**config.mk**
```make
export PLATFORM = sky130hd
export DESIGN_NAME = cluster_evt_arbiter_flat
export DESIGN_NICKNAME = d
export VERILOG_FILES = /design/src/rtl/cluster_evt_pkg.sv /design/src/rtl/cluster_evt_arbiter_if.sv /design/src/rtl/cluster_evt_fifo.sv /design/src/rtl/cluster_evt_arbiter.sv /design/src/flat_wrapper.sv
export SDC_FILE = /design/constraint.sdc
export NUM_CORES = 1
export LEC_CHECK = 0
export BUFFER_PORTS_ARGS = -buffer_cell sky130_fd_sc_hd__buf_2
export CORE_ASPECT_RATIO = 1.2
export CORE_MARGIN = 2
export CORE_UTILIZATION = 30
export CTS_BUF_LIST = sky130_fd_sc_hd__clkbuf_8
export CTS_CLUSTER_DIAMETER = 80
export DETAILED_ROUTE_END_ITERATION = 8
export GPL_TIMING_DRIVEN = 0
export PLACE_DENSITY = 0.52
export SLEW_MARGIN = 10
export SYNTH_ARGS = -nofsm -noshare
export SYNTH_HDL_FRONTEND = slang
export SYNTH_HIERARCHICAL = 1
export SYNTH_SLANG_ARGS = --single-unit
```
**constraint.sdc**
```tcl
create_clock -name clk_i -period 3.1 [get_ports clk_i]
set_input_delay 0.62 -clock clk_i [delete_from_list [all_inputs] [get_ports clk_i]]
set_output_delay 0.62 -clock clk_i [all_outputs]
set_load 0.01 [all_outputs]
```
**src/rtl/cluster_evt_pkg.sv**
```systemverilog
// Shared types and constants for the SoC-to-cluster event concentrator.
package cluster_evt_pkg;

  localparam int unsigned EVT_WIDTH_DEF = 8;

  typedef logic [EVT_WIDTH_DEF-1:0] evt_t;

  localparam logic EVT_ARB_RR   = 1'b0;
  localparam logic EVT_ARB_PRIO = 1'b1;

  // Width of a channel index; never narrower than one bit.
  function automatic int unsigned ch_idx_w(input int unsigned n);
    return (n <= 32'd2) ? 32'd1 : $clog2(n);
  endfunction

endpackage

```
**src/rtl/cluster_evt_arbiter_if.sv**
```systemverilog
// Bus bundle between event sources/sink and the event concentrator.
interface cluster_evt_arbiter_if
  import cluster_evt_pkg::*;
#(
  parameter int unsigned N_CH       = 4,
  parameter int unsigned EVNT_WIDTH = 8,
  parameter int unsigned CNT_WIDTH  = 8
);
  localparam int unsigned CH_W = ch_idx_w(N_CH);

  logic                         mode_i;
  logic                         drop_en_i;
  logic [N_CH-1:0]              evt_valid_i;
  logic [N_CH*EVNT_WIDTH-1:0]   evt_data_i;
  logic [N_CH-1:0]              evt_ready_o;
  logic                         evt_valid_o;
  logic [EVNT_WIDTH-1:0]        evt_data_o;
  logic [CH_W-1:0]              evt_ch_o;
  logic                         evt_ready_i;
  logic [N_CH-1:0]              overflow_o;
  logic [N_CH-1:0]              overflow_clr_i;
  logic [N_CH*CNT_WIDTH-1:0]    drop_cnt_o;
  logic                         empty_o;

  modport master (
    output mode_i, drop_en_i, evt_valid_i, evt_data_i, evt_ready_i, overflow_clr_i,
    input  evt_ready_o, evt_valid_o, evt_data_o, evt_ch_o, overflow_o, drop_cnt_o, empty_o
  );

  modport slave (
    input  mode_i, drop_en_i, evt_valid_i, evt_data_i, evt_ready_i, overflow_clr_i,
    output evt_ready_o, evt_valid_o, evt_data_o, evt_ch_o, overflow_o, drop_cnt_o, empty_o
  );

endinterface

```
**src/rtl/cluster_evt_fifo.sv**
```systemverilog
// Single-channel synchronous FIFO; pointers carry an extra wrap bit to tell full from empty.
module cluster_evt_fifo #(
  parameter int unsigned WIDTH     = 8,
  parameter int unsigned LOG_DEPTH = 2
) (
  input  logic             clk,
  input  logic             rst_n,
  input  logic             push,
  input  logic             pop,
  input  logic [WIDTH-1:0] wr_data,
  output logic [WIDTH-1:0] rd_data,
  output logic             full,
  output logic             empty
);
  localparam int unsigned DEPTH = 2 ** LOG_DEPTH;

  logic [WIDTH-1:0]   mem_r [DEPTH];
  logic [LOG_DEPTH:0] wr_ptr_r;
  logic [LOG_DEPTH:0] rd_ptr_r;
  logic               push_ok_s;
  logic               pop_ok_s;

  assign empty     = (wr_ptr_r == rd_ptr_r);
  assign full      = (wr_ptr_r[LOG_DEPTH] != rd_ptr_r[LOG_DEPTH]) &&
                     (wr_ptr_r[LOG_DEPTH-1:0] == rd_ptr_r[LOG_DEPTH-1:0]);
  assign push_ok_s = push & ~full;
  assign pop_ok_s  = pop & ~empty;
  assign rd_data   = mem_r[rd_ptr_r[LOG_DEPTH-1:0]];

  // Pointer update
  always_ff @(posedge clk or negedge rst_n) begin
    if (!rst_n) begin
      wr_ptr_r <= '0;
      rd_ptr_r <= '0;
    end else begin
      if (push_ok_s) begin
        wr_ptr_r <= wr_ptr_r + (LOG_DEPTH+1)'(1);
      end
      if (pop_ok_s) begin
        rd_ptr_r <= rd_ptr_r + (LOG_DEPTH+1)'(1);
      end
    end
  end

  // Storage write; contents are don't-care until the pointers cover them
  always_ff @(posedge clk) begin
    if (push_ok_s) begin
      mem_r[wr_ptr_r[LOG_DEPTH-1:0]] <= wr_data;
    end
  end

endmodule

```
**src/rtl/cluster_evt_arbiter.sv**
```systemverilog
// Per-channel event FIFOs arbitrated (round robin or fixed priority) into one registered output slot.
module cluster_evt_arbiter
  import cluster_evt_pkg::*;
#(
  parameter int unsigned N_CH       = 4,
  parameter int unsigned EVNT_WIDTH = 8,
  parameter int unsigned LOG_DEPTH  = 2,
  parameter int unsigned CNT_WIDTH  = 8
) (
  input  logic                 clk_i,
  input  logic                 rst_ni,
  cluster_evt_arbiter_if.slave bus
);
  localparam int unsigned CH_W = ch_idx_w(N_CH);

  logic [N_CH-1:0]            full_s;
  logic [N_CH-1:0]            empty_s;
  logic [N_CH-1:0]            push_s;
  logic [N_CH-1:0]            pop_s;
  logic [N_CH-1:0]            drop_s;
  logic [EVNT_WIDTH-1:0]      fifo_rd_s [N_CH];
  logic [CH_W-1:0]            base_s;
  logic [CH_W-1:0]            win_s;
  logic [CH_W-1:0]            rr_next_s;
  logic                       win_found_s;
  logic                       load_s;
  logic [N_CH*CNT_WIDTH-1:0]  drop_cnt_flat_s;

  logic                       slot_valid_r;
  logic [EVNT_WIDTH-1:0]      slot_data_r;
  logic [CH_W-1:0]            slot_ch_r;
  logic [CH_W-1:0]            rr_ptr_r;
  logic [N_CH-1:0]            overflow_r;
  logic [CNT_WIDTH-1:0]       drop_cnt_r [N_CH];

  for (genvar g = 0; g < N_CH; g++) begin : g_fifo
    cluster_evt_fifo #(
      .WIDTH     (EVNT_WIDTH),
      .LOG_DEPTH (LOG_DEPTH)
    ) u_fifo (
      .clk     (clk_i),
      .rst_n   (rst_ni),
      .push    (push_s[g]),
      .pop     (pop_s[g]),
      .wr_data (bus.evt_data_i[g*EVNT_WIDTH +: EVNT_WIDTH]),
      .rd_data (fifo_rd_s[g]),
      .full    (full_s[g]),
      .empty   (empty_s[g])
    );
  end

  // A full channel never accepts, even if it pops in the same cycle
  always_comb begin
    push_s = bus.evt_valid_i & ~full_s;
    if (bus.drop_en_i) begin
      drop_s = bus.evt_valid_i & full_s;
    end else begin
      drop_s = '0;
    end
  end

  assign bus.evt_ready_o = bus.drop_en_i ? {N_CH{1'b1}} : ~full_s;
  assign load_s          = ~slot_valid_r | bus.evt_ready_i;
  assign base_s          = (bus.mode_i == EVT_ARB_PRIO) ? '0 : rr_ptr_r;

  // Search non-empty FIFOs starting at base_s, wrapping modulo N_CH
  always_comb begin : arb_search
    logic [CH_W:0] idx_v;
    win_s       = '0;
    win_found_s = 1'b0;
    for (int k = 0; k < N_CH; k++) begin
      idx_v = {1'b0, base_s} + (CH_W+1)'(k);
      if (idx_v >= (CH_W+1)'(N_CH)) begin
        idx_v = idx_v - (CH_W+1)'(N_CH);
      end else begin
        idx_v = idx_v;
      end
      if (!win_found_s && !empty_s[idx_v[CH_W-1:0]]) begin
        win_found_s = 1'b1;
        win_s       = idx_v[CH_W-1:0];
      end else begin
        win_found_s = win_found_s;
      end
    end
  end

  assign pop_s     = (load_s && win_found_s) ? (N_CH'(1) << win_s) : '0;
  assign rr_next_s = (win_s == CH_W'(N_CH-1)) ? '0 : win_s + CH_W'(1);

  // Output slot and round-robin pointer
  always_ff @(posedge clk_i or negedge rst_ni) begin
    if (!rst_ni) begin
      slot_valid_r <= 1'b0;
      slot_data_r  <= '0;
      slot_ch_r    <= '0;
      rr_ptr_r     <= '0;
    end else if (load_s) begin
      slot_valid_r <= win_found_s;
      if (win_found_s) begin
        slot_data_r <= fifo_rd_s[win_s];
        slot_ch_r   <= win_s;
        if (bus.mode_i == EVT_ARB_RR) begin
          rr_ptr_r <= rr_next_s;
        end
      end
    end
  end

  // Sticky overflow (set beats clear) and saturating drop counters
  always_ff @(posedge clk_i or negedge rst_ni) begin
    if (!rst_ni) begin
      overflow_r <= '0;
      for (int i = 0; i < N_CH; i++) begin
        drop_cnt_r[i] <= '0;
      end
    end else begin
      overflow_r <= (overflow_r & ~bus.overflow_clr_i) | drop_s;
      for (int i = 0; i < N_CH; i++) begin
        if (drop_s[i] && (drop_cnt_r[i] != {CNT_WIDTH{1'b1}})) begin
          drop_cnt_r[i] <= drop_cnt_r[i] + CNT_WIDTH'(1);
        end
      end
    end
  end

  // Flatten counters onto the bus
  always_comb begin
    drop_cnt_flat_s = '0;
    for (int i = 0; i < N_CH; i++) begin
      drop_cnt_flat_s[i*CNT_WIDTH +: CNT_WIDTH] = drop_cnt_r[i];
    end
  end

  assign bus.evt_valid_o = slot_valid_r;
  assign bus.evt_data_o  = slot_data_r;
  assign bus.evt_ch_o    = slot_ch_r;
  assign bus.overflow_o  = overflow_r;
  assign bus.drop_cnt_o  = drop_cnt_flat_s;
  assign bus.empty_o     = (&empty_s) & ~slot_valid_r;

endmodule

```
**src/flat_wrapper.sv**
```systemverilog
// flat-port wrapper written by rule: the top's interface ports become plain ports
module cluster_evt_arbiter_flat import cluster_evt_pkg::*;
#(
  parameter int unsigned N_CH       = 4,
  parameter int unsigned EVNT_WIDTH = 8,
  parameter int unsigned LOG_DEPTH  = 2,
  parameter int unsigned CNT_WIDTH  = 8
)
  (clk_i, rst_ni, bus_mode_i, bus_drop_en_i, bus_evt_valid_i, bus_evt_data_i, bus_evt_ready_i, bus_overflow_clr_i, bus_evt_ready_o, bus_evt_valid_o, bus_evt_data_o, bus_evt_ch_o, bus_overflow_o, bus_drop_cnt_o, bus_empty_o);
  cluster_evt_arbiter_if #(.N_CH(N_CH), .EVNT_WIDTH(EVNT_WIDTH), .CNT_WIDTH(CNT_WIDTH)) bus_i ();
  input  logic clk_i;
  input  logic rst_ni;
  input wire logic [$bits(bus_i.mode_i)-1:0] bus_mode_i;
  input wire logic [$bits(bus_i.drop_en_i)-1:0] bus_drop_en_i;
  input wire logic [$bits(bus_i.evt_valid_i)-1:0] bus_evt_valid_i;
  input wire logic [$bits(bus_i.evt_data_i)-1:0] bus_evt_data_i;
  input wire logic [$bits(bus_i.evt_ready_i)-1:0] bus_evt_ready_i;
  input wire logic [$bits(bus_i.overflow_clr_i)-1:0] bus_overflow_clr_i;
  output wire logic [$bits(bus_i.evt_ready_o)-1:0] bus_evt_ready_o;
  output wire logic [$bits(bus_i.evt_valid_o)-1:0] bus_evt_valid_o;
  output wire logic [$bits(bus_i.evt_data_o)-1:0] bus_evt_data_o;
  output wire logic [$bits(bus_i.evt_ch_o)-1:0] bus_evt_ch_o;
  output wire logic [$bits(bus_i.overflow_o)-1:0] bus_overflow_o;
  output wire logic [$bits(bus_i.drop_cnt_o)-1:0] bus_drop_cnt_o;
  output wire logic [$bits(bus_i.empty_o)-1:0] bus_empty_o;
  assign bus_i.mode_i = bus_mode_i;
  assign bus_i.drop_en_i = bus_drop_en_i;
  assign bus_i.evt_valid_i = bus_evt_valid_i;
  assign bus_i.evt_data_i = bus_evt_data_i;
  assign bus_i.evt_ready_i = bus_evt_ready_i;
  assign bus_i.overflow_clr_i = bus_overflow_clr_i;
  assign bus_evt_ready_o = bus_i.evt_ready_o;
  assign bus_evt_valid_o = bus_i.evt_valid_o;
  assign bus_evt_data_o = bus_i.evt_data_o;
  assign bus_evt_ch_o = bus_i.evt_ch_o;
  assign bus_overflow_o = bus_i.overflow_o;
  assign bus_drop_cnt_o = bus_i.drop_cnt_o;
  assign bus_empty_o = bus_i.empty_o;
  cluster_evt_arbiter #(.N_CH(N_CH), .EVNT_WIDTH(EVNT_WIDTH), .LOG_DEPTH(LOG_DEPTH), .CNT_WIDTH(CNT_WIDTH)) u_core (.clk_i(clk_i), .rst_ni(rst_ni), .bus(bus_i));
endmodule
```
# Word-level counts from Yosys, hierarchy flattened
# Memories as Yosys holds them, arrays and structs flattened.
# Cells that the tools add are included.
# totals
register_bits	73
latchBits	0
mem_bits_rw	128
romBits	0
elab_cells	151
memories	4
# op_classes
addsub	20
mul	0
n_div	0
n_lt_le_gt_ge	9
n_eq_ne	17
shift	1
muxes	36
bitwise_logic	27
reduce_logical	20
# memory_table
name	depth	word_bits	rd	rd_ports_with_merged_regs	wr	line_no	source
u_core.g_fifo[0].u_fifo.mem_r	4	8	1	0	1	cluster_evt_fifo.sv:17	logic [WIDTH-1:0] mem_r [DEPTH];
u_core.g_fifo[1].u_fifo.mem_r	4	8	1	0	1	cluster_evt_fifo.sv:17	
u_core.g_fifo[2].u_fifo.mem_r	4	8	1	0	1	cluster_evt_fifo.sv:17	
u_core.g_fifo[3].u_fifo.mem_r	4	8	1	0	1	cluster_evt_fifo.sv:17	
# ops
operator	n
$add 8x1->8 const B	4
$ne 8x8->1 const B	4
$add 3x1->3 const B	8
$mux 2	10
$bmux 8 s2	1
$mux 1	16
$mux 8	2
$and 4x4->4	3
$eq 3x3->1	4
$ge 3x3->1 const B	4
$logic_and 1x1->1	12
$lt 2x3->1 const B	4
$mux 4	3
$not 1->1	10
$and 1x1->1	9
$bmux 1 s2	4
$eq 2x2->1	4
$not 4->4	2
$sub 2x1->2 const B	4
$add 2x2->3 const B	2
$logic_not 1->1	5
$ne 1x1->1	4
$or 4x4->4	1
$reduce_and 4->1	1
other kinds (9)	9

# Longest topological paths before layout
# Gate-level depths: netlist (run 1).
# depth
word_depth	19
mapped_depth	13
mapped_depth_nobuf	10

# Modules after synthesis
# The synthesis (run 1) kept the hierarchy.
# modules_own_cells
mod	instances	cells_per_inst	area_each_um2	seq_area_each_um2
cluster_evt_fifo	4	93	1684.1	1111.1
cluster_evt_arbiter	1	244	2625.0	1226.2

# Worst setup path after synthesis (run 1)
# OpenSTA, ideal clock, no wires.
# synth_timing
kind	register to register
from	reg u_core.g_fifo[3].u_fifo.rd_ptr_r[0]
to	reg u_core.g_fifo[0].u_fifo.rd_ptr_r[0]
t_arrival_ns	2.600
setup_slack_ns	0.421
stages_incl_launch_ff	14
cell_sequence	dfrtp_1 > buf_6 > xnor2_2 > buf_6 > and3_1 > nand2_1 > a211oi_4 > buf_6 > nor2_1 > nor2_4 > and2_1 > inv_1 > a31oi_1 > xor2_1
# synth_between
elab_chain_cells	15
word_cells_on_any_way	29
cone_classes	eq/ne (1); shift (1); mux (17); bitwise (1); reduce/logical (9)
# synth_lines
element	line_no	source
from (decl)	cluster_evt_fifo.sv:19	logic [LOG_DEPTH:0] rd_ptr_r;
from (signal assigned)	cluster_evt_fifo.sv:40	rd_ptr_r <= rd_ptr_r + (LOG_DEPTH+1)'(1);
$eq 3x3->1 (*)	cluster_evt_fifo.sv:23	assign empty = (wr_ptr_r == rd_ptr_r);
via u_core.empty_s[3]	cluster_evt_arbiter.sv:17	logic [N_CH-1:0] empty_s;
$bmux 1 s2	cluster_evt_arbiter.sv:78	if (!win_found_s && !empty_s[idx_v[CH_W-1:0]]) begin
$mux 1 (implied by the code)	cluster_evt_arbiter.sv:78	
$logic_not 1->1	cluster_evt_arbiter.sv:78	
$logic_and 1x1->1	cluster_evt_arbiter.sv:78	
$mux 1	cluster_evt_arbiter.sv:78	
$logic_not 1->1	cluster_evt_arbiter.sv:78	
$logic_and 1x1->1	cluster_evt_arbiter.sv:78	
$mux 1	cluster_evt_arbiter.sv:78	
$logic_not 1->1	cluster_evt_arbiter.sv:78	
$logic_and 1x1->1	cluster_evt_arbiter.sv:78	
$mux 2 / $mux 1 (equally long branches)	cluster_evt_arbiter.sv:78	
$shl 1x2->4 / $logic_and 1x1->1 (equally long branches)	cluster_evt_arbiter.sv:87	assign pop_s = (load_s && win_found_s) ? (N_CH'(1) << win_s) : '0;
$mux 4 (*)	cluster_evt_arbiter.sv:87	
via u_core.pop_s[0]	cluster_evt_arbiter.sv:19	logic [N_CH-1:0] pop_s;
$and 1x1->1 (*)	cluster_evt_fifo.sv:27	assign pop_ok_s = pop & ~empty;
to (signal assigned)	cluster_evt_fifo.sv:40	
to (decl)	cluster_evt_fifo.sv:19	
# The timed path passes the listed nets; every way through them passes the cells marked *. The select of a mux whose other input is x is not followed.
# A chain may end at the register's enable or synchronous reset.

# Worst setup path in the final report (run 1)
# layout_timing
from	reg u_core.g_fifo[0].u_fifo.rd_ptr_r[0]
to	out bus_empty_o
# layout_between
elab_chain_cells	3
# layout_lines
element	line_no	source
$eq 3x3->1	cluster_evt_fifo.sv:23	
via u_core.empty_s[0]	cluster_evt_arbiter.sv:17	
$reduce_and 4->1	cluster_evt_arbiter.sv:139	assign bus.empty_o = (&empty_s) & ~slot_valid_r;
$and 1x1->1	cluster_evt_arbiter.sv:139	
to (decl)	flat_wrapper.sv:25	output wire logic [$bits(bus_i.empty_o)-1:0] bus_empty_o;
# The timed path passes the listed nets, and every way through them passes these cells.

==> metrics.csv, run 1 <==
metric,value,unit
crit path time final,2.977,ns
Yosys warning total,6,
Syn Area/Cell,15.20,µm²
Iter 0 DRT Violations,334,
GP Congestion,0.7364,
RSZ-0062 raised after global routing,false,
Fmax,0.3359,GHz
CP Class,reg -> out,
port bufs,95,
Initial Utilization,0.3063,
number of global-route vias before repair,5519,
CTS sink count,201,
Leakage,4.518,nW
layout cells sized above 1,0.2808,
Die ar.,32640,µm²
critical path startpoint category,flip-flop,
Syn-to-layout area delta,19.15,%
final setup margin,0.1231,ns
residual DRC count,0,
"Clk pin slew, worst setup/hold paths",0.07,ns
Worst VDD drop,0.0003073,V
largest net degree at the start of global routing,43,
Via density,4.630,
mapped cell area,9361,µm²
Inserted Clock Buffers,36,
Post-Synthesis Cells,616,
Hold WC Path Type,in -> async,
row cnt,70,
post-detail-place hpwl,13930,µm
die height,197.5,µm
post-layout util,0.3649,
overall routing resource usage,0.1247,
final hold violations,0,
vias,5459,
total gr overflow,0,
initial antenna violation count,2,
Synth Flop Type,edfxtp_1,
post-synth top area cell,edfxtp_1,
Pre-Repair DR Iteration Count,4,
top post-synthesis cells by area,"edfxtp_1, dfrtp_1, mux4_1, ha_1, xnor2_1",
Tcrit/Tclk final,0.9603,
Root Driver,clkbuf_8,
worst slew pin tran,0.6752,ns
sequential fraction of the synthesis area,0.6057,
CTS Hold Buffers Added,0,
clock latency on the worst-skew pair,0.53,ns
most frequent cells in the layout,"edfxtp_1, buf_2, dfrtp_1, clkbuf_8, inv_1",
CTS tree,yes,
core area,30570,µm²
max_slew headroom,0.5499,
clk buf depth,3,
Final Max Slew Viols,0,
DRT Wirelength,19900,µm
dpl ws,-0.01390,ns
"most common cell after layout, fill and taps aside",edfxtp_1,
"Setup violations, final",0,
post-synth top area share,0.4106,
post-route design area,11150,µm²
nets@finish,821,
Layout Skew,0.03408,ns
Routed Antenna Nets,0,
drt wl/cell,16.88,µm
synth unique cells,44,
Die Wd,165.3,µm
#FFs+latches synth,201,
Worst EP required,2.48,ns
H-tree lvl count,2,
DP Area,10360,µm²
outcome,finished clean,
Post-synth EDFFs,128,
Mapped Nets,685,
CP endpoint kind,output pin,
fill cell count,2917,
# IOs,97,
ys async rst share,0.3632,
Power Density,980.9,nW/µm²
Worst Path Arrival,2.36,ns
first-pass GRT wire length,31060,µm
total of max-cap violations,0,
"Max FO, Critical Path",10,
==> stage by stage <==
stage	instances	setup TNS [ns]	hold WS [ns]	power, W
after floorplan	616	0	0.3244	0.007287
after global placement	1107	-0.006471	0.4684	0.008485
after detailed placement	1108	-0.01390	0.4795	0.008530
after CTS	1175	0	0.05109	0.01105
after global routing	1177	0	0.07368	0.01172
final	1179	0	0.06681	0.01094
==> Yosys cell counts (all sizes together) (15+ instances only) <==
| library cell | count |
|---|---|
| mux4 | 32 |
| inv | 26 |
| nor4 | 16 |
| edfxtp | 128 |
| and3 | 16 |
| xnor2 | 34 |
| xor2 | 23 |
| nor2 | 25 |
| a31oi | 20 |
| and2 | 19 |
| nand3 | 28 |
| dfrtp | 73 |
| buf | 15 |
| ha | 24 |
==> final timing paths <==
check	startpoint	endpoint	slack (ns)	depth (start not counted)
min in group clk_i	bus_overflow_clr_i[0]	u_core/bus.overflow_o[0]	0.26	2
worst min register to register	u_core/bus.drop_cnt_o[23]	u_core/bus.drop_cnt_o[23]	0.48	1
max in group asynchronous	rst_ni	u_core/bus.drop_cnt_o[8]	2.39	2
worst max register to register	u_core/g_fifo[0].u_fifo/rd_ptr_r[0]	u_core/g_fifo[0].u_fifo/rd_ptr_r[1]	0.19	13
worst max-delay path	u_core/g_fifo[0].u_fifo/rd_ptr_r[0]	bus_empty_o	0.12	8
worst min-delay path	rst_ni	u_core/bus.evt_ch_o[0]	0.07	1
==> flip-flops by register name (all words and copies together), names as in the netlist <==
| name | flops |
|---|---|
| u_core/g_fifo.u_fifo/mem_r | 128 |
| u_core/bus.drop_cnt_o | 32 |
| u_core/g_fifo.u_fifo/rd_ptr_r | 12 |
| u_core/g_fifo.u_fifo/wr_ptr_r | 12 |
| u_core/bus.evt_data_o | 8 |
| u_core/bus.overflow_o | 4 |
| u_core/bus.evt_ch_o | 2 |
| u_core/rr_ptr_r | 2 |
| u_core/bus.evt_valid_o | 1 |
==> metal layers <==
| metal | track usage | vias to the layer above | share of wire |
|---|---|---|---|
| met4 | 0.04863 | 2 | 0.024 |
| met1 | 0.1631 | 2682 | 0.45 |
| met3 | 0.03296 | 35 | 0.053 |
| li1 | - | 2623 | - |
| met2 | 0.1971 | 117 | 0.48 |
| met5 | 0 | - | 0.00065 |
==> layout make-up <==
class	instances	area [µm²]	share of cell area
multi-input combinational	369	3500	0.3137
inverter	26	97.59	0.008749
clock inverter	25	140.1	0.01256
antenna	3	7.507	0.0006730
timing repair buffer	98	520.5	0.04666
buffer	20	158.9	0.01425
tap	396	495.5	0.04442
sequential	201	5670	0.5084
clock buffer	41	564.3	0.05059
==> worst max-delay path: stages, from the launching register on <==
cell     delay, ns
dfrtp_1       0.41
buf_6         0.18
xnor2_2       0.22
buf_6         0.18
and3_1        0.25
and2_2        0.24
nand2_1       0.10
nor2_1        0.12
buf_2         0.15
==> where the power goes <==
group          leakage [nW]  total (W)  switching [W]  internal, W
Combinational          2.02    0.00443        0.00244      0.00199
Clock                 0.396    0.00240        0.00109      0.00130
Sequential             2.10    0.00411       0.000487      0.00362
==> kinds of logic after synthesis <==
kind of cell	synth area share
multiplexers	0.1140
XOR/XNOR	0.06295
AO/OA/AOI/OAI	0.06135
AND/OR/NAND/NOR	0.09677
buffers and inverters	0.02713
flip-flops	0.6057
adder cells (fa/ha/maj)	0.03208
==> timing repair <==
item                       CTS  global route
setup endpoints to repair    4            13
resized for setup            2             9
setup buffers                1             1
pin swaps                    1             1
Note: power is estimated with default switching activity, not from simulation.
==> inputs of run 2 (changes only) <==
Settings changed: RECOVER_POWER set to 25.
==> run 2 against run 1 <==
- power hardly changed
- via count is 0.27% higher
- routed wire length hardly changed
- cell count is 0.25% lower
- non-clock buffer count stayed put
- critical path depth stayed put
- clock power hardly changed
- fmax hardly changed
- critical endpoint unchanged
- largest cell class unchanged
- largest power group unchanged
==> metrics.csv, run 2 (same netlist as run 1, synthesis figures left out) <==
metric,value,unit,change
outcome,finished clean,,unchanged
H-tree lvl count,2,,unchanged
Switching Fraction,0.3681,,was 0.3677
Combinational Power Share,0.405,,about the same
Worst Path Arrival,2.35,ns,was 2.36 ns
CTS sink count,201,,unchanged
final setup margin,0.1256,ns,was 0.1231 ns
Leakage,4.435,nW,was 4.518 nW
row cnt,70,,unchanged
CP Class,reg -> out,,unchanged
Die ar.,32640,µm²,unchanged
final hold violations,0,,unchanged
CTS tree,yes,,unchanged
Final Max Slew Viols,0,,unchanged
Syn-to-layout area delta,18.67,%,was 19.15%
vias,5474,,was 5459
Iter 0 DRT Violations,353,,was 334
"Max FO, Critical Path",10,,unchanged
Root Driver,clkbuf_8,,unchanged
Fmax,0.3362,GHz,was 0.3359 GHz
"most common cell after layout, fill and taps aside",edfxtp_1,,unchanged
Routed Antenna Nets,0,,unchanged
most frequent cells in the layout,"edfxtp_1, dfrtp_1, buf_2, clkbuf_8",,"was edfxtp_1, buf_2, dfrtp_1, clkbuf_8, inv_1"
critical path startpoint category,flip-flop,,unchanged
die height,197.5,µm,unchanged
setup TNS,0,ns,unchanged
GP Congestion,0.7364,,unchanged
max_slew headroom,0.5510,,was 0.5499
Initial Utilization,0.3063,,unchanged
worst hold slack,0.06562,ns,was 0.06681 ns
residual DRC count,0,,unchanged
clk buf depth,3,,unchanged
Die Wd,165.3,µm,unchanged
Clock power frac,0.219,,about the same
initial antenna violation count,1,,was 2
Internal Power,0.006912,W,was 0.006918 W
number of global-route vias before repair,5519,,unchanged
max reg flops,128,,unchanged
switching pwr,0.004027,W,was 0.004023 W
post-layout util,0.3634,,was 0.3649
Worst R2R Setup Slack,0.19,ns,about the same
CP endpoint kind,output pin,,unchanged
Inserted Diodes,0,,was 3
core area,30570,µm²,unchanged
nets@finish,821,,unchanged
Inserted Clock Buffers,36,,unchanged
Hold WC Path Type,in -> async,,unchanged
clock latency on the worst-skew pair,0.53,ns,about the same
port bufs,95,,unchanged
total of max-cap violations,0,,unchanged
"Setup violations, final",0,,unchanged
drt wl/cell,16.91,µm,was 16.88 µm
Worst VDD drop,0.0003093,V,was 0.0003073 V
Pre-Repair DR Iteration Count,4,,unchanged
DRT Wirelength,19880,µm,was 19900 µm
largest net degree at the start of global routing,43,,unchanged
total gr overflow,0,,unchanged
overall routing resource usage,0.1247,,unchanged
Via density,4.655,,was 4.630
"Clk pin slew, worst setup/hold paths",0.07,ns,about the same
worst slew pin tran,0.6735,ns,was 0.6752 ns
layout cells sized above 1,0.2423,,was 0.2808
Tcrit/Tclk final,0.9595,,was 0.9603
Power Density,984.7,nW/µm²,was 980.9 nW/µm²
area of the multi-input gates,3500,µm²,unchanged
storage element area,5670,µm²,unchanged
post-detail-place hpwl,13930,µm,unchanged
RSZ-0062 raised after global routing,false,,unchanged
Worst EP required,2.48,ns,about the same
sequential share of power,0.376,,was 0.375
# IOs,97,,unchanged
fill cell count,2938,,was 2917
dpl ws,-0.01390,ns,unchanged
Layout Skew,0.03463,ns,was 0.03408 ns
first-pass GRT wire length,31060,µm,unchanged
CTS Hold Buffers Added,0,,unchanged
crit path time final,2.974,ns,was 2.977 ns
## run 2: per-stage QoR
| step | std cells | area (µm²) | power, W |
|---|---|---|---|
| 6_report | 1176 | 11110 | 0.01094 |
| 5_1_grt | 1176 | 11110 | 0.01171 |
| 3_5_place_dp | 1108 | 10360 | 0.008530 |
| 3_3_place_gp | 1107 | 10330 | 0.008485 |
| 2_1_floorplan | 616 | 9361 | 0.007287 |
| 4_1_cts | 1175 | 11090 | 0.01105 |
## run 2: timing repair
action,CTS,global route
pin swaps,1,1
endpoints found under the setup margin,4,13
buffers inserted,1,1
resized for setup,2,9
cloned,0,0
## run 2: cell type report
cell class	instances	share of cell area
plain buffers	20	0.01430
clock buffers	41	0.05079
multi-input cells	369	0.3150
inverters	26	0.008785
flip-flops and latches	201	0.5104
clock inverters	25	0.01261
repair buffers	98	0.04347
well taps	396	0.04460
## run 2: layer usage
layer	vias to the layer above	GRT usage	share of wire
met5	-	0	0.00065
met4	2	0.04863	0.025
met3	37	0.03296	0.058
met2	122	0.1971	0.47
met1	2694	0.1631	0.44
li1	2619	-	-
## run 2: power groups by stage
stage,registers [W],logic (W),clock network [W]
3_3_place_gp,0.00414,0.00435,0
3_5_place_dp,0.00415,0.00438,0
6_report,0.00411,0.00443,0.00240
4_1_cts,0.00410,0.00443,0.00251
2_1_floorplan,0.00411,0.00318,0
5_1_grt,0.00421,0.00488,0.00263
## run 2: final timing paths
kind	depth (start not counted)	end	startpoint
max	8	bus_empty_o	u_core/g_fifo[0].u_fifo/rd_ptr_r[0]
max in group asynchronous	2	u_core/bus.drop_cnt_o[8]	rst_ni
max reg2reg	13	u_core/g_fifo[0].u_fifo/rd_ptr_r[1]	u_core/g_fifo[0].u_fifo/rd_ptr_r[0]
min in group clk_i	2	u_core/bus.overflow_o[0]	bus_overflow_clr_i[0]
min	1	u_core/bus.evt_ch_o[0]	rst_ni
min reg2reg	1	u_core/bus.drop_cnt_o[23]	u_core/bus.drop_cnt_o[23]
## run 2: critical path, stage by stage, from the launching register on
cell     delay [ns]
dfrtp_1        0.40
buf_6          0.18
xnor2_2        0.22
buf_6          0.18
and3_1         0.24
and2_2         0.24
nand2_1        0.10
nor2_1         0.12
buf_2          0.15
==> inputs of run 3 (changes only) <==
Settings changed: ABC_AREA set to 1, BUFFER_PORTS_ARGS -buffer_cell sky130_fd_sc_hd__buf_2 to unset, DONT_BUFFER_PORTS set to 1, PLACE_DENSITY 0.52 to 0.5, SLEW_MARGIN 10 to 25.
==> run 3 against run 2 <==
- final area fell by 4.3%
- largest cell class unchanged
- routed wire length up 11%
- non-clock buffer count decreased by 93
- die area shrank 0.13%
- synthesized cell count rose by 47%
- sequential share of layout area grew 2.3 points
- core utilization fell by 1.6 points
- hold slack better by 0.12 ns
- combinational power fell by 17%
- clock power up 5%
==> metrics.csv, run 3 <==
metric,value,unit,change
sequential fraction of the synthesis area,0.6065,,was 0.6057
Pre-Repair DR Iteration Count,5,,was 4
overall routing resource usage,0.1383,,was 0.1247
top post-synthesis cells by area,"edfxtp_1, dfrtp_1, nand2_1, nor2_1, nand3_1",,"was edfxtp_1, dfrtp_1, mux4_1, ha_1, xnor2_1"
Hold WC Path Type,in -> reg,,was in -> async
mux share of post-synthesis cell area,0.003613,,was 0.1140
initial antenna violation count,0,,was 1
CP Class,reg -> reg,,was reg -> out
Synth Flop Type,edfxtp_1,,unchanged
clk buf depth,3,,unchanged
Post-CTS Setup Repair Bufs,0,,was 1
Post-synth EDFFs,128,,unchanged
residual DRC count,0,,unchanged
Mapped Nets,976,,was 685
RSZ-0062 raised after global routing,false,,unchanged
Die Wd,165.2,µm,was 165.3 µm
total of max-cap violations,0,,unchanged
drt wl/cell,16.05,µm,was 16.91 µm
dpl ws,0.1871,ns,was -0.01390 ns
"Setup violations, final",0,,unchanged
"most common cell after layout, fill and taps aside",nand2_1,,was edfxtp_1
setup TNS,0,ns,unchanged
Syn Area/Cell,10.31,µm²,was 15.20 µm²
Final Max Slew Viols,0,,unchanged
Routed Antenna Nets,0,,unchanged
mapped cell area,9349,µm²,was 9361 µm²
Worst EP required,3.57,ns,was 2.48 ns
first-pass GRT wire length,34580,µm,was 31060 µm
"Max FO, Critical Path",10,,unchanged
layout cells sized above 1,0.1294,,was 0.2423
post-synth top area cell,edfxtp_1,,unchanged
Worst VDD drop,0.0003451,V,was 0.0003093 V
Layout Skew,0.02772,ns,was 0.03463 ns
largest family of logic cells by synthesized area,simple AND/OR/NAND/NOR gates,,was multiplexers
total gr overflow,0,,unchanged
number of global-route vias before repair,6232,,was 5519
Iter 0 DRT Violations,377,,was 353
DRT Wirelength,21990,µm,was 19880 µm
Simple-Gate Fraction of Synth Area,0.2056,,was 0.09677
Synth Area in XOR/XNOR,0.03694,,was 0.06295
Worst Path Arrival,3.28,ns,was 2.35 ns
final setup margin,0.2887,ns,was 0.1256 ns
worst slew pin tran,0.8701,ns,was 0.6735 ns
"Clk pin slew, worst setup/hold paths",0.06,ns,was 0.07 ns
nets@finish,1016,,was 821
Inserted Clock Buffers,36,,unchanged
Syn-to-layout area delta,13.73,%,was 18.67%
post-detail-place hpwl,15100,µm,was 13930 µm
core area,30570,µm²,unchanged
Inserted Diodes,0,,unchanged
Via density,4.566,,was 4.655
Leakage,4.621,nW,was 4.435 nW
most frequent cells in the layout,"nand2_1, edfxtp_1, nor2_1, inv_1, nand3_1",,"was edfxtp_1, dfrtp_1, buf_2, clkbuf_8"
Die ar.,32600,µm²,was 32640 µm²
Yosys warning total,6,,unchanged
CTS sink count,201,,unchanged
Synth Area in Compound Gates,0.05996,,was 0.06135
max_slew headroom,0.4178,,was 0.5510
CTS tree,yes,,unchanged
top-count cell post-synth,nand2_1,,was edfxtp_1
largest net degree at the start of global routing,74,,was 43
die height,197.4,µm,was 197.5 µm
outcome,finished clean,,unchanged
CP endpoint kind,flip-flop,,was output pin
Post-Synthesis Cells,907,,was 616
Fmax,0.3557,GHz,was 0.3362 GHz
GP Congestion,0.7645,,was 0.7364
Initial Utilization,0.3059,,was 0.3063
max reg flops,128,,unchanged
Synth Area in Adders,0.03212,,was 0.03208
critical path startpoint category,flip-flop,,unchanged
# IOs,97,,unchanged
clock latency on the worst-skew pair,0.53,ns,about the same
crit path time final,2.811,ns,was 2.974 ns
H-tree lvl count,2,,unchanged
most frequent cells after synthesis,"nand2_1, edfxtp_1, nor2_1, inv_1, nand3_1",,"was edfxtp_1, dfrtp_1, nand3_1, inv_1, xnor2_1"
post-synth top area share,0.4111,,was 0.4106
row cnt,70,,unchanged
final hold violations,0,,unchanged
synth unique cells,32,,was 44
vias,6255,,was 5474
port bufs,0,,was 95
fill cell count,3066,,was 2938
Tcrit/Tclk final,0.9069,,was 0.9595
Power Density,965.2,nW/µm²,was 984.7 nW/µm²
ys async rst share,0.3632,,unchanged
#FFs+latches synth,201,,unchanged
Root Driver,clkbuf_8,,unchanged
==> run 3: changes by cell type after synthesis, moves of 24 or more <==
cell / before / now
inv_1: 26 / 84
mux4_1: 24 / 0
nand2_1: 14 / 182
nand3_1: 28 / 82
nor2_1: 24 / 116
o21ai_0: 14 / 61
o22ai_1: 1 / 32
==> run 3: path summary, 6_finish.rpt <==
kind | startpoint | endpoint | slack [ns] | cells after the start
min | bus_evt_data_i[11] | u_core/g_fifo[1].u_fifo/mem_r[3][3] | 0.18 | 0
max | u_core/g_fifo[1].u_fifo/rd_ptr_r[0] | u_core/g_fifo[3].u_fifo/rd_ptr_r[0] | 0.29 | 14
min reg2reg | u_core/g_fifo[2].u_fifo/wr_ptr_r[2] | u_core/g_fifo[2].u_fifo/wr_ptr_r[2] | 0.52 | 2
max reg2reg | u_core/g_fifo[1].u_fifo/rd_ptr_r[0] | u_core/g_fifo[3].u_fifo/rd_ptr_r[0] | 0.29 | 14
min in group asynchronous | rst_ni | u_core/g_fifo[0].u_fifo/rd_ptr_r[0] | 0.68 | 2
max in group asynchronous | rst_ni | u_core/bus.overflow_o[0] | 2.11 | 2
==> run 3: area by class of cell <==
type	instances	area [µm²]	share of cell area
clock buffers	42	578.1	0.05437
repair buffers	2	37.54	0.003530
plain buffers	23	163.9	0.01542
inverters	90	352.8	0.03318
well taps	396	495.5	0.04660
clock inverters	23	157.7	0.01483
multi-input cells	593	3177	0.2988
flip-flops and latches	201	5670	0.5333
==> run 3: per-layer routing <==
metal  track usage  vias to the layer above  wire length [µm]
met5             0                        -                 0
met4       0.04960                        0               593
met3       0.04808                       33              1726
met2        0.2196                      144             10270
met1        0.1742                     2953              9392
li1              -                     3125                 -
==> run 3: power breakdown <==
part / leakage (nW) / internal [W] / switching, W / total [W]
registers: 2.08 / 0.00359 / 0.000494 / 0.00408
clock network: 0.409 / 0.00141 / 0.00111 / 0.00252
logic: 2.13 / 0.00121 / 0.00245 / 0.00366
==> run 3: kinds of logic (layout without fill, tap and decap cells) <==
group | after synthesis | count (layout)
and+or+nand+nor | 427 | 427
DFF | 201 | 201
buffers and inverters | 113 | 180
AOI/OAI and AO/OA | 103 | 103
xor gates and xnor gates | 36 | 36
adders and majority gates | 24 | 24
muxes | 3 | 3
==> run 3: what timing repair did <==
item	4_1_cts	5_1_grt
hold buffers	2	0
endpoints found under the hold margin	73	0
setup endpoints to repair	0	9
gates resized for setup	0	4
==> run 3: critical path: stages, from the launching register on <==
cell and delay [ns]:
dfrtp_1 0.40, buf_6 0.16, inv_4 0.11, nand2_2 0.07
nand2_4 0.07, nand3_2 0.15, inv_1 0.19, nand4_1 0.21
nand2_1 0.43, inv_1 0.29, nand2_1 0.30, nor2_1 0.15
nand2_2 0.11, nand2_1 0.05, nand2_1 0.06
==> run 3: metrics by stage <==
stage | instances | hold slack [ns] | cell area (µm²) | total power (W) | utilization
after global routing | 1370 | 0.1458 | 10630 | 0.01112 | 0.3479
after floorplan | 907 | 0.3244 | 9349 | 0.006757 | -
final | 1370 | 0.1828 | 10630 | 0.01026 | 0.3479
after CTS | 1370 | 0.1471 | 10620 | 0.01043 | 0.3474
after global placement | 1303 | 0.3272 | 9844 | 0.007777 | 0.3221
after detailed placement | 1303 | 0.3276 | 9844 | 0.007812 | 0.3221
